--- src/rtl/fft_pkg.sv ---
`default_nettype none
// +--------------------------------------------------------------------+
// | fft_pkg : shared Q7.8 FFT types, rescale and saturation helpers      |
// | Revision: 1.0                                                        |
// +--------------------------------------------------------------------+
package fft_pkg;

   localparam int DATA_W = 16;
   localparam int FRAC_W = 8;
   localparam int PROD_W = 2 * DATA_W;
   localparam logic signed [PROD_W-1:0] ROUND_BIAS = PROD_W'(2 ** (FRAC_W - 1));

   typedef struct packed {
      logic signed [DATA_W-1:0] re;
      logic signed [DATA_W-1:0] im;
   } cplx_t;

   // Round-half-up back to Q7.8; the result wraps to DATA_W bits.
   function automatic logic signed [DATA_W-1:0] rescale(input logic signed [PROD_W-1:0] p);
      return DATA_W'((p + ROUND_BIAS) >>> FRAC_W);
   endfunction

   function automatic logic sat_hit(input logic signed [DATA_W:0] s);
      return s[DATA_W] != s[DATA_W-1];
   endfunction

   function automatic logic signed [DATA_W-1:0] saturate(input logic signed [DATA_W:0] s);
      if (s[DATA_W] != s[DATA_W-1])
         return s[DATA_W] ? {1'b1, {(DATA_W-1){1'b0}}} : {1'b0, {(DATA_W-1){1'b1}}};
      return s[DATA_W-1:0];
   endfunction

endpackage
`default_nettype wire

--- src/rtl/bf_radix2_dit_if.sv ---
`default_nettype none
// +--------------------------------------------------------------------+
// | bf_radix2_dit_if : valid/ready sample bus of the DIT butterfly       |
// | Revision: 1.0                                                        |
// +--------------------------------------------------------------------+
interface bf_radix2_dit_if;
   import fft_pkg::*;

   logic                     in_valid;
   logic                     in_ready;
   logic                     inverse;
   logic signed [DATA_W-1:0] A_re;
   logic signed [DATA_W-1:0] A_im;
   logic signed [DATA_W-1:0] B_re;
   logic signed [DATA_W-1:0] B_im;
   logic signed [DATA_W-1:0] W_re;
   logic signed [DATA_W-1:0] W_im;
   logic                     out_valid;
   logic                     out_ready;
   logic signed [DATA_W-1:0] Y0_re;
   logic signed [DATA_W-1:0] Y0_im;
   logic signed [DATA_W-1:0] Y1_re;
   logic signed [DATA_W-1:0] Y1_im;
   logic                     ovf;

   modport master (
      output in_valid, inverse, A_re, A_im, B_re, B_im, W_re, W_im, out_ready,
      input  in_ready, out_valid, Y0_re, Y0_im, Y1_re, Y1_im, ovf
   );

   modport slave (
      input  in_valid, inverse, A_re, A_im, B_re, B_im, W_re, W_im, out_ready,
      output in_ready, out_valid, Y0_re, Y0_im, Y1_re, Y1_im, ovf
   );

endinterface
`default_nettype wire

--- src/rtl/cmul_q78.sv ---
`default_nettype none
// +--------------------------------------------------------------------+
// | cmul_q78 : two-stage Q7.8 complex multiply B*W (or B*conj(W))        |
// | Revision: 1.0                                                        |
// +--------------------------------------------------------------------+
module cmul_q78
   import fft_pkg::*;
(
   input  logic  clk,
   input  logic  rst,
   input  logic  en,
   input  logic  in_valid,
   input  logic  inverse,
   input  cplx_t a,
   input  cplx_t b,
   input  cplx_t w,
   output logic  out_valid,
   output cplx_t a_out,
   output cplx_t z
);

   logic                     s1_valid;
   cplx_t                    s1_a;
   cplx_t                    s1_b;
   cplx_t                    s1_w;
   logic                     s2_valid;
   cplx_t                    s2_a;
   logic signed [PROD_W-1:0] p_rr;
   logic signed [PROD_W-1:0] p_ii;
   logic signed [PROD_W-1:0] p_ri;
   logic signed [PROD_W-1:0] p_ir;
   logic signed [DATA_W-1:0] w_im_sel;
   logic signed [DATA_W-1:0] z_re;
   logic signed [DATA_W-1:0] z_im;

   // Conjugation is folded into capture; -(-32768) wraps back to -32768.
   assign w_im_sel = inverse ? -w.im : w.im;

   always_ff @(posedge clk) begin
      if (rst) begin
         s1_valid <= 1'b0;
         s2_valid <= 1'b0;
      end else if (en) begin
         s1_valid <= in_valid;
         s2_valid <= s1_valid;
      end
   end

   always_ff @(posedge clk) begin
      if (en) begin
         s1_a    <= a;
         s1_b    <= b;
         s1_w    <= '{re: w.re, im: w_im_sel};
         s2_a    <= s1_a;
         p_rr    <= $signed(s1_b.re) * $signed(s1_w.re);
         p_ii    <= $signed(s1_b.im) * $signed(s1_w.im);
         p_ri    <= $signed(s1_b.re) * $signed(s1_w.im);
         p_ir    <= $signed(s1_b.im) * $signed(s1_w.re);
      end
   end

   assign z_re      = rescale(p_rr) - rescale(p_ii);
   assign z_im      = rescale(p_ri) + rescale(p_ir);
   assign z         = '{re: z_re, im: z_im};
   assign a_out     = s2_a;
   assign out_valid = s2_valid;

endmodule
`default_nettype wire

--- src/rtl/bf_radix2_dit.sv ---
`default_nettype none
// +--------------------------------------------------------------------+
// | bf_radix2_dit : pipelined radix-2 DIT butterfly Y0=A+BW, Y1=A-BW     |
// | Build option: BF_RADIX2_SAT_EN saturates the outputs and drives ovf. |
// | Revision: 1.0                                                        |
// +--------------------------------------------------------------------+
module bf_radix2_dit
   import fft_pkg::*;
(
   input  logic            clk,
   input  logic            rst,
   bf_radix2_dit_if.slave  bus
);

   logic                     en;
   logic                     mul_valid;
   cplx_t                    a_in;
   cplx_t                    b_in;
   cplx_t                    w_in;
   cplx_t                    mul_a;
   cplx_t                    z;
   logic                     out_valid;
   logic signed [DATA_W-1:0] y0_re;
   logic signed [DATA_W-1:0] y0_im;
   logic signed [DATA_W-1:0] y1_re;
   logic signed [DATA_W-1:0] y1_im;

   // One stall signal freezes every stage whenever the output is held.
   assign en           = !out_valid || bus.out_ready;
   assign bus.in_ready = en || rst;

   assign a_in = '{re: bus.A_re, im: bus.A_im};
   assign b_in = '{re: bus.B_re, im: bus.B_im};
   assign w_in = '{re: bus.W_re, im: bus.W_im};

   cmul_q78 u_cmul (
      .clk       (clk),
      .rst       (rst),
      .en        (en),
      .in_valid  (bus.in_valid),
      .inverse   (bus.inverse),
      .a         (a_in),
      .b         (b_in),
      .w         (w_in),
      .out_valid (mul_valid),
      .a_out     (mul_a),
      .z         (z)
   );

`ifdef BF_RADIX2_SAT_EN
   logic signed [DATA_W:0] s0_re;
   logic signed [DATA_W:0] s0_im;
   logic signed [DATA_W:0] s1_re;
   logic signed [DATA_W:0] s1_im;
   logic                   ovf;

   assign s0_re = {mul_a.re[DATA_W-1], mul_a.re} + {z.re[DATA_W-1], z.re};
   assign s0_im = {mul_a.im[DATA_W-1], mul_a.im} + {z.im[DATA_W-1], z.im};
   assign s1_re = {mul_a.re[DATA_W-1], mul_a.re} - {z.re[DATA_W-1], z.re};
   assign s1_im = {mul_a.im[DATA_W-1], mul_a.im} - {z.im[DATA_W-1], z.im};

   always_ff @(posedge clk) begin
      if (rst) begin
         out_valid <= 1'b0;
         ovf       <= 1'b0;
      end else if (en) begin
         out_valid <= mul_valid;
         ovf       <= mul_valid & (sat_hit(s0_re) | sat_hit(s0_im) |
                                   sat_hit(s1_re) | sat_hit(s1_im));
      end
   end

   always_ff @(posedge clk) begin
      if (en) begin
         y0_re <= saturate(s0_re);
         y0_im <= saturate(s0_im);
         y1_re <= saturate(s1_re);
         y1_im <= saturate(s1_im);
      end
   end

   assign bus.ovf = ovf;
`else
   always_ff @(posedge clk) begin
      if (rst) begin
         out_valid <= 1'b0;
      end else if (en) begin
         out_valid <= mul_valid;
      end
   end

   always_ff @(posedge clk) begin
      if (en) begin
         y0_re <= mul_a.re + z.re;
         y0_im <= mul_a.im + z.im;
         y1_re <= mul_a.re - z.re;
         y1_im <= mul_a.im - z.im;
      end
   end

   assign bus.ovf = 1'b0;
`endif

   assign bus.out_valid = out_valid;
   assign bus.Y0_re     = y0_re;
   assign bus.Y0_im     = y0_im;
   assign bus.Y1_re     = y1_re;
   assign bus.Y1_im     = y1_im;

endmodule
`default_nettype wire

--- src/flat_wrapper.sv ---
// flat-port wrapper written by rule: the top's interface ports become plain ports
module bf_radix2_dit_flat import fft_pkg::*;
  (clk, rst, bus_in_valid, bus_inverse, bus_A_re, bus_A_im, bus_B_re, bus_B_im, bus_W_re, bus_W_im, bus_out_ready, bus_in_ready, bus_out_valid, bus_Y0_re, bus_Y0_im, bus_Y1_re, bus_Y1_im, bus_ovf);
  bf_radix2_dit_if bus_i ();
  input  logic clk;
  input  logic rst;
  input wire logic [$bits(bus_i.in_valid)-1:0] bus_in_valid;
  input wire logic [$bits(bus_i.inverse)-1:0] bus_inverse;
  input wire logic [$bits(bus_i.A_re)-1:0] bus_A_re;
  input wire logic [$bits(bus_i.A_im)-1:0] bus_A_im;
  input wire logic [$bits(bus_i.B_re)-1:0] bus_B_re;
  input wire logic [$bits(bus_i.B_im)-1:0] bus_B_im;
  input wire logic [$bits(bus_i.W_re)-1:0] bus_W_re;
  input wire logic [$bits(bus_i.W_im)-1:0] bus_W_im;
  input wire logic [$bits(bus_i.out_ready)-1:0] bus_out_ready;
  output wire logic [$bits(bus_i.in_ready)-1:0] bus_in_ready;
  output wire logic [$bits(bus_i.out_valid)-1:0] bus_out_valid;
  output wire logic [$bits(bus_i.Y0_re)-1:0] bus_Y0_re;
  output wire logic [$bits(bus_i.Y0_im)-1:0] bus_Y0_im;
  output wire logic [$bits(bus_i.Y1_re)-1:0] bus_Y1_re;
  output wire logic [$bits(bus_i.Y1_im)-1:0] bus_Y1_im;
  output wire logic [$bits(bus_i.ovf)-1:0] bus_ovf;
  assign bus_i.in_valid = bus_in_valid;
  assign bus_i.inverse = bus_inverse;
  assign bus_i.A_re = bus_A_re;
  assign bus_i.A_im = bus_A_im;
  assign bus_i.B_re = bus_B_re;
  assign bus_i.B_im = bus_B_im;
  assign bus_i.W_re = bus_W_re;
  assign bus_i.W_im = bus_W_im;
  assign bus_i.out_ready = bus_out_ready;
  assign bus_in_ready = bus_i.in_ready;
  assign bus_out_valid = bus_i.out_valid;
  assign bus_Y0_re = bus_i.Y0_re;
  assign bus_Y0_im = bus_i.Y0_im;
  assign bus_Y1_re = bus_i.Y1_re;
  assign bus_Y1_im = bus_i.Y1_im;
  assign bus_ovf = bus_i.ovf;
  bf_radix2_dit u_core (.clk(clk), .rst(rst), .bus(bus_i));
endmodule
--- config.mk ---
export PLATFORM = sky130hd
export DESIGN_NAME = bf_radix2_dit_flat
export DESIGN_NICKNAME = d
export VERILOG_FILES = /design/src/rtl/fft_pkg.sv /design/src/rtl/bf_radix2_dit_if.sv /design/src/rtl/cmul_q78.sv /design/src/rtl/bf_radix2_dit.sv /design/src/flat_wrapper.sv
export SDC_FILE = /design/constraint.sdc
export NUM_CORES = 2
export LEC_CHECK = 0
export ABC_AREA = 1
export ABC_CLOCK_PERIOD_IN_PS = 10900
export BUFFER_PORTS_ARGS = -buffer_cell sky130_fd_sc_hd__buf_2
export CAP_MARGIN = 20
export CORE_ASPECT_RATIO = 0.75
export CORE_UTILIZATION = 55
export DETAILED_ROUTE_END_ITERATION = 7
export PLACE_DENSITY_LB_ADDON = 0.3
export RECOVER_POWER = 100
export REMOVE_ABC_BUFFERS = 1
export SLEW_MARGIN = 20
export SYNTH_ARGS = -nofsm -noshare
export SYNTH_HDL_FRONTEND = slang
export SYNTH_SLANG_ARGS = --single-unit
--- constraint.sdc ---
create_clock -name clk -period 10.9 [get_ports clk]
set_input_delay 2.18 -clock clk [delete_from_list [all_inputs] [get_ports clk]]
set_output_delay 2.18 -clock clk [all_outputs]
set_load 0.05 [all_outputs]
==> impl_metrics.env <==
export IMPL_status="complete, but fails checks"
export IMPL_violations="max-capacitance violations, max-slew violations"
export IMPL_grt_pass1_wl_um=189000
export IMPL_dp_hpwl_um=89700
export IMPL_arrival_ns=7.85
export IMPL_htree_num_levels=1
export IMPL_cp_start_kind="flip-flop"
export IMPL_path_class="flip-flop to flip-flop"
export IMPL_ys_ff_latch=261
export IMPL_maxSlewViolCount=33
export IMPL_clockBufferDepth=3
export IMPL_area_growth_pct=5.91
export IMPL_setup_viol=0
export IMPL_ys_async_sr_fraction_pct=0
export IMPL_hold_ws_ns=0.413
export IMPL_relSlewSlack_pct=-49.4
export IMPL_final_hold_violation_count=0
export IMPL_layout_drive_gt1_share_pct=3.72
export IMPL_finalCritPeriodShare_pct=68.5
export IMPL_track_usage_pct=28.2
export IMPL_grt_max_degree=153
export IMPL_place_congestion=0.968
export IMPL_crit_path_max_fanout=32
export IMPL_clock_fmax_mhz=134
export IMPL_initial_core_util_pct=56.0
export IMPL_finalSetupTns_ns=0
export IMPL_required_ns=11.28
export IMPL_first_global_vias=36036
export IMPL_die_area_um2=85400
export IMPL_worst_slew_pin_slew_ns=2.24
export IMPL_hold_path_class="flip-flop to flip-flop"
export IMPL_tritoncts_num_buffers=30
export IMPL_grt_overflow=0
export IMPL_worst_path_buf_inv=4
export IMPL_crit_path_frequent_cell="fa_1"
export IMPL_rsz0062_at_grt="no"
export IMPL_synth_cells=5760
export IMPL_rows=91
export IMPL_dr_pass1_iters=7
export IMPL_worstReg2RegStart="u_core.u_cmul.s1_b[19]$_DFFE_PP_"
export IMPL_endpoint_kind="flip-flop"
export IMPL_crit_start="u_core.u_cmul.s1_b[19]$_DFFE_PP_"
export IMPL_core_um2=82800
export IMPL_antenna_found_initial=1
export IMPL_mostFrequentLayoutCell="inv_1"
export IMPL_cts_root_buf="clkbuf_16"
export IMPL_rr_worst_depth=19
export IMPL_synth_area_per_cell_um2=8.04
export IMPL_clk_pin_slew_ns=0.06
export IMPL_layout_min_cycle_time_ns=7.47
export IMPL_rrSetupSlack_ns=3.43
export IMPL_drtIter0Drc=2968
export IMPL_synthFlopType="edfxtp_1"
export IMPL_r2r_end="u_core.u_cmul.p_rr[18]$_DFFE_PP_"
export IMPL_yosys_warnings=0
export IMPL_synth_edf_count=258
export IMPL_post_drt_via_cell_ratio=5.15
export IMPL_drc_errors=0
export IMPL_worstSkewPairLatency_ns=0.66
export IMPL_dieWidth_um=337
export IMPL_port_buffers=166
export IMPL_crit_chain="clkbuf_1 > nand2_1 > fa_1 > fa_1 > inv_1 > ha_1 > fa_1 > ha_1 > inv_1 > fa_1 > inv_1 > ha_1 > a21oi_1 > o21ai_0 > a21oi_1 > o21ai_0 > nand3_1 > nand2_1 > xor2_1"
export IMPL_layout_common_cells="inv_1 (1715), nand2_1 (1423), fa_1 (750)"
export IMPL_syn_cell_area_um2=46300
export IMPL_clock_sinks=261
export IMPL_io_pins=168
export IMPL_die_h_um=253
export IMPL_drv_cap=1
export IMPL_path_depth=19
export IMPL_slowest_delay_ns=1.58
export IMPL_post_cts_buffers=0
export IMPL_cp_endpoint="u_core.u_cmul.p_rr[18]$_DFFE_PP_"
export IMPL_totalWireLength_um=116000
export IMPL_cts_tree="done"
export IMPL_routedWlPerCell_um=16.7
export IMPL_via_count=35818
export IMPL_nets=7042
export IMPL_cts_repair_resized=0
export IMPL_critPathTopFamily="adder cells"
export IMPL_cts_hold_buf=0
export IMPL_diodes=0
export IMPL_ys_types=46
export IMPL_finalClockSkew_ns=0.0325
export IMPL_yosysSeqAreaShare_pct=16.9
export IMPL_cp_slowest_cell="clkbuf_1"
export IMPL_postRouteAntennaNets=0
==> cells by family (layout without fill, tap and decap cells) <==
kind of cell             Yosys count  count (layout)  share of synthesized area (%)
buffers and inverters           1925            2002                           15.7
XOR/XNOR                         239             239                           4.52
flip-flops                       261             261                           16.9
adder cells (fa/ha/maj)         1127            1127                           42.6
AO/OA/AOI/OAI                    348             348                           4.21
AND/OR/NAND/NOR                 1859            1859                           16.1
other                              1               1                        0.00810
==> cell type report <==
cell class	count	area, um^2
fill	7641	33700
multi-input combinational	3574	31200
sequential	261	7810
inverter	1722	6470
tap	1116	1400
timing repair buffer	225	1180
clock buffer	33	762
clock inverter	22	226
==> registers in the layout, summed over array words and instances, names as in the netlist <==
signal                   flops
u_core.u_cmul.a_out         32
u_core.u_cmul.s1_a          32
u_core.u_cmul.s1_b          32
u_core.u_cmul.s1_w          32
u_core.u_cmul.p_ii          17
u_core.u_cmul.p_ir          17
u_core.u_cmul.p_ri          17
u_core.u_cmul.p_rr          17
u_core.bus.Y0_im            16
u_core.bus.Y1_re            16
u_core.bus.Y0_re            15
u_core.bus.Y1_im            15
u_core.bus.out_valid         1
u_core.u_cmul.out_valid      1
u_core.u_cmul.s1_valid       1
==> metal layers <==
layer / global-route usage [%] / wire length, um / vias to the layer above
met5: 0 / 13 / -
met4: 7.32 / 3230 / 2
met3: 5.46 / 11900 / 153
met2: 42.5 / 49300 / 1523
met1: 41.6 / 51300 / 17297
li1: - / - / 16843
==> through the flow <==
step / instance area [um^2] / util (%) / cells / setup slack, ns
global placement: 48200 / 58.2 / 6898 / 4.70
CTS: 49200 / 59.4 / 6953 / 4.68
floorplan: 45500 / - / 5557 / 0.571
finish: 49100 / 59.3 / 6953 / 3.43
global route: 49100 / 59.3 / 6953 / 3.25
detailed placement: 48200 / 58.2 / 6898 / 4.70
==> worst min-delay path by stage <==
stage,end,startpoint,slack [ns],cells after the start
after floorplan,u_core.u_cmul.a_out[0]$_DFFE_PP_,u_core.u_cmul.s1_a[0]$_DFFE_PP_,0.40,0
after global placement,u_core.u_cmul.a_out[8]$_DFFE_PP_,u_core.u_cmul.s1_a[8]$_DFFE_PP_,0.40,0
after detailed placement,u_core.u_cmul.a_out[13]$_DFFE_PP_,u_core.u_cmul.s1_a[13]$_DFFE_PP_,0.40,0
after CTS,u_core.u_cmul.a_out[13]$_DFFE_PP_,u_core.u_cmul.s1_a[13]$_DFFE_PP_,0.41,0
after global routing,u_core.u_cmul.a_out[13]$_DFFE_PP_,u_core.u_cmul.s1_a[13]$_DFFE_PP_,0.41,0
final,u_core.u_cmul.a_out[13]$_DFFE_PP_,u_core.u_cmul.s1_a[13]$_DFFE_PP_,0.41,0
==> cell usage after synthesis (4+ instances only) <==
library cell	instances	area, um^2
a211oi_1	7	52.6
a21o_1	13	97.6
a21oi_1	170	851
a221oi_1	4	35.0
a31oi_1	14	87.6
buf_1	28	105
buf_2	27	135
buf_4	5	37.5
clkbuf_1	142	533
edfxtp_1	258	7750
fa_1	750	15000
ha_1	377	4720
inv_1	1716	6440
inv_2	6	22.5
nand2_1	1421	5330
nand3_1	149	746
nand3b_1	13	97.6
nand4_1	26	163
nor2_1	174	653
nor2_2	4	25.0
nor3_1	39	195
nor3_2	7	70.1
nor4_1	8	50.1
o211ai_1	10	75.1
o21a_1	8	60.1
o21ai_0	86	430
o21ai_1	8	40.0
o21bai_1	15	113
or2_2	6	37.5
xnor2_1	70	613
xor2_1	169	1480
Power is left out: the tool's default activity adds up to more than one toggle a clock period on the data nets, which glitch-free logic cannot reach.
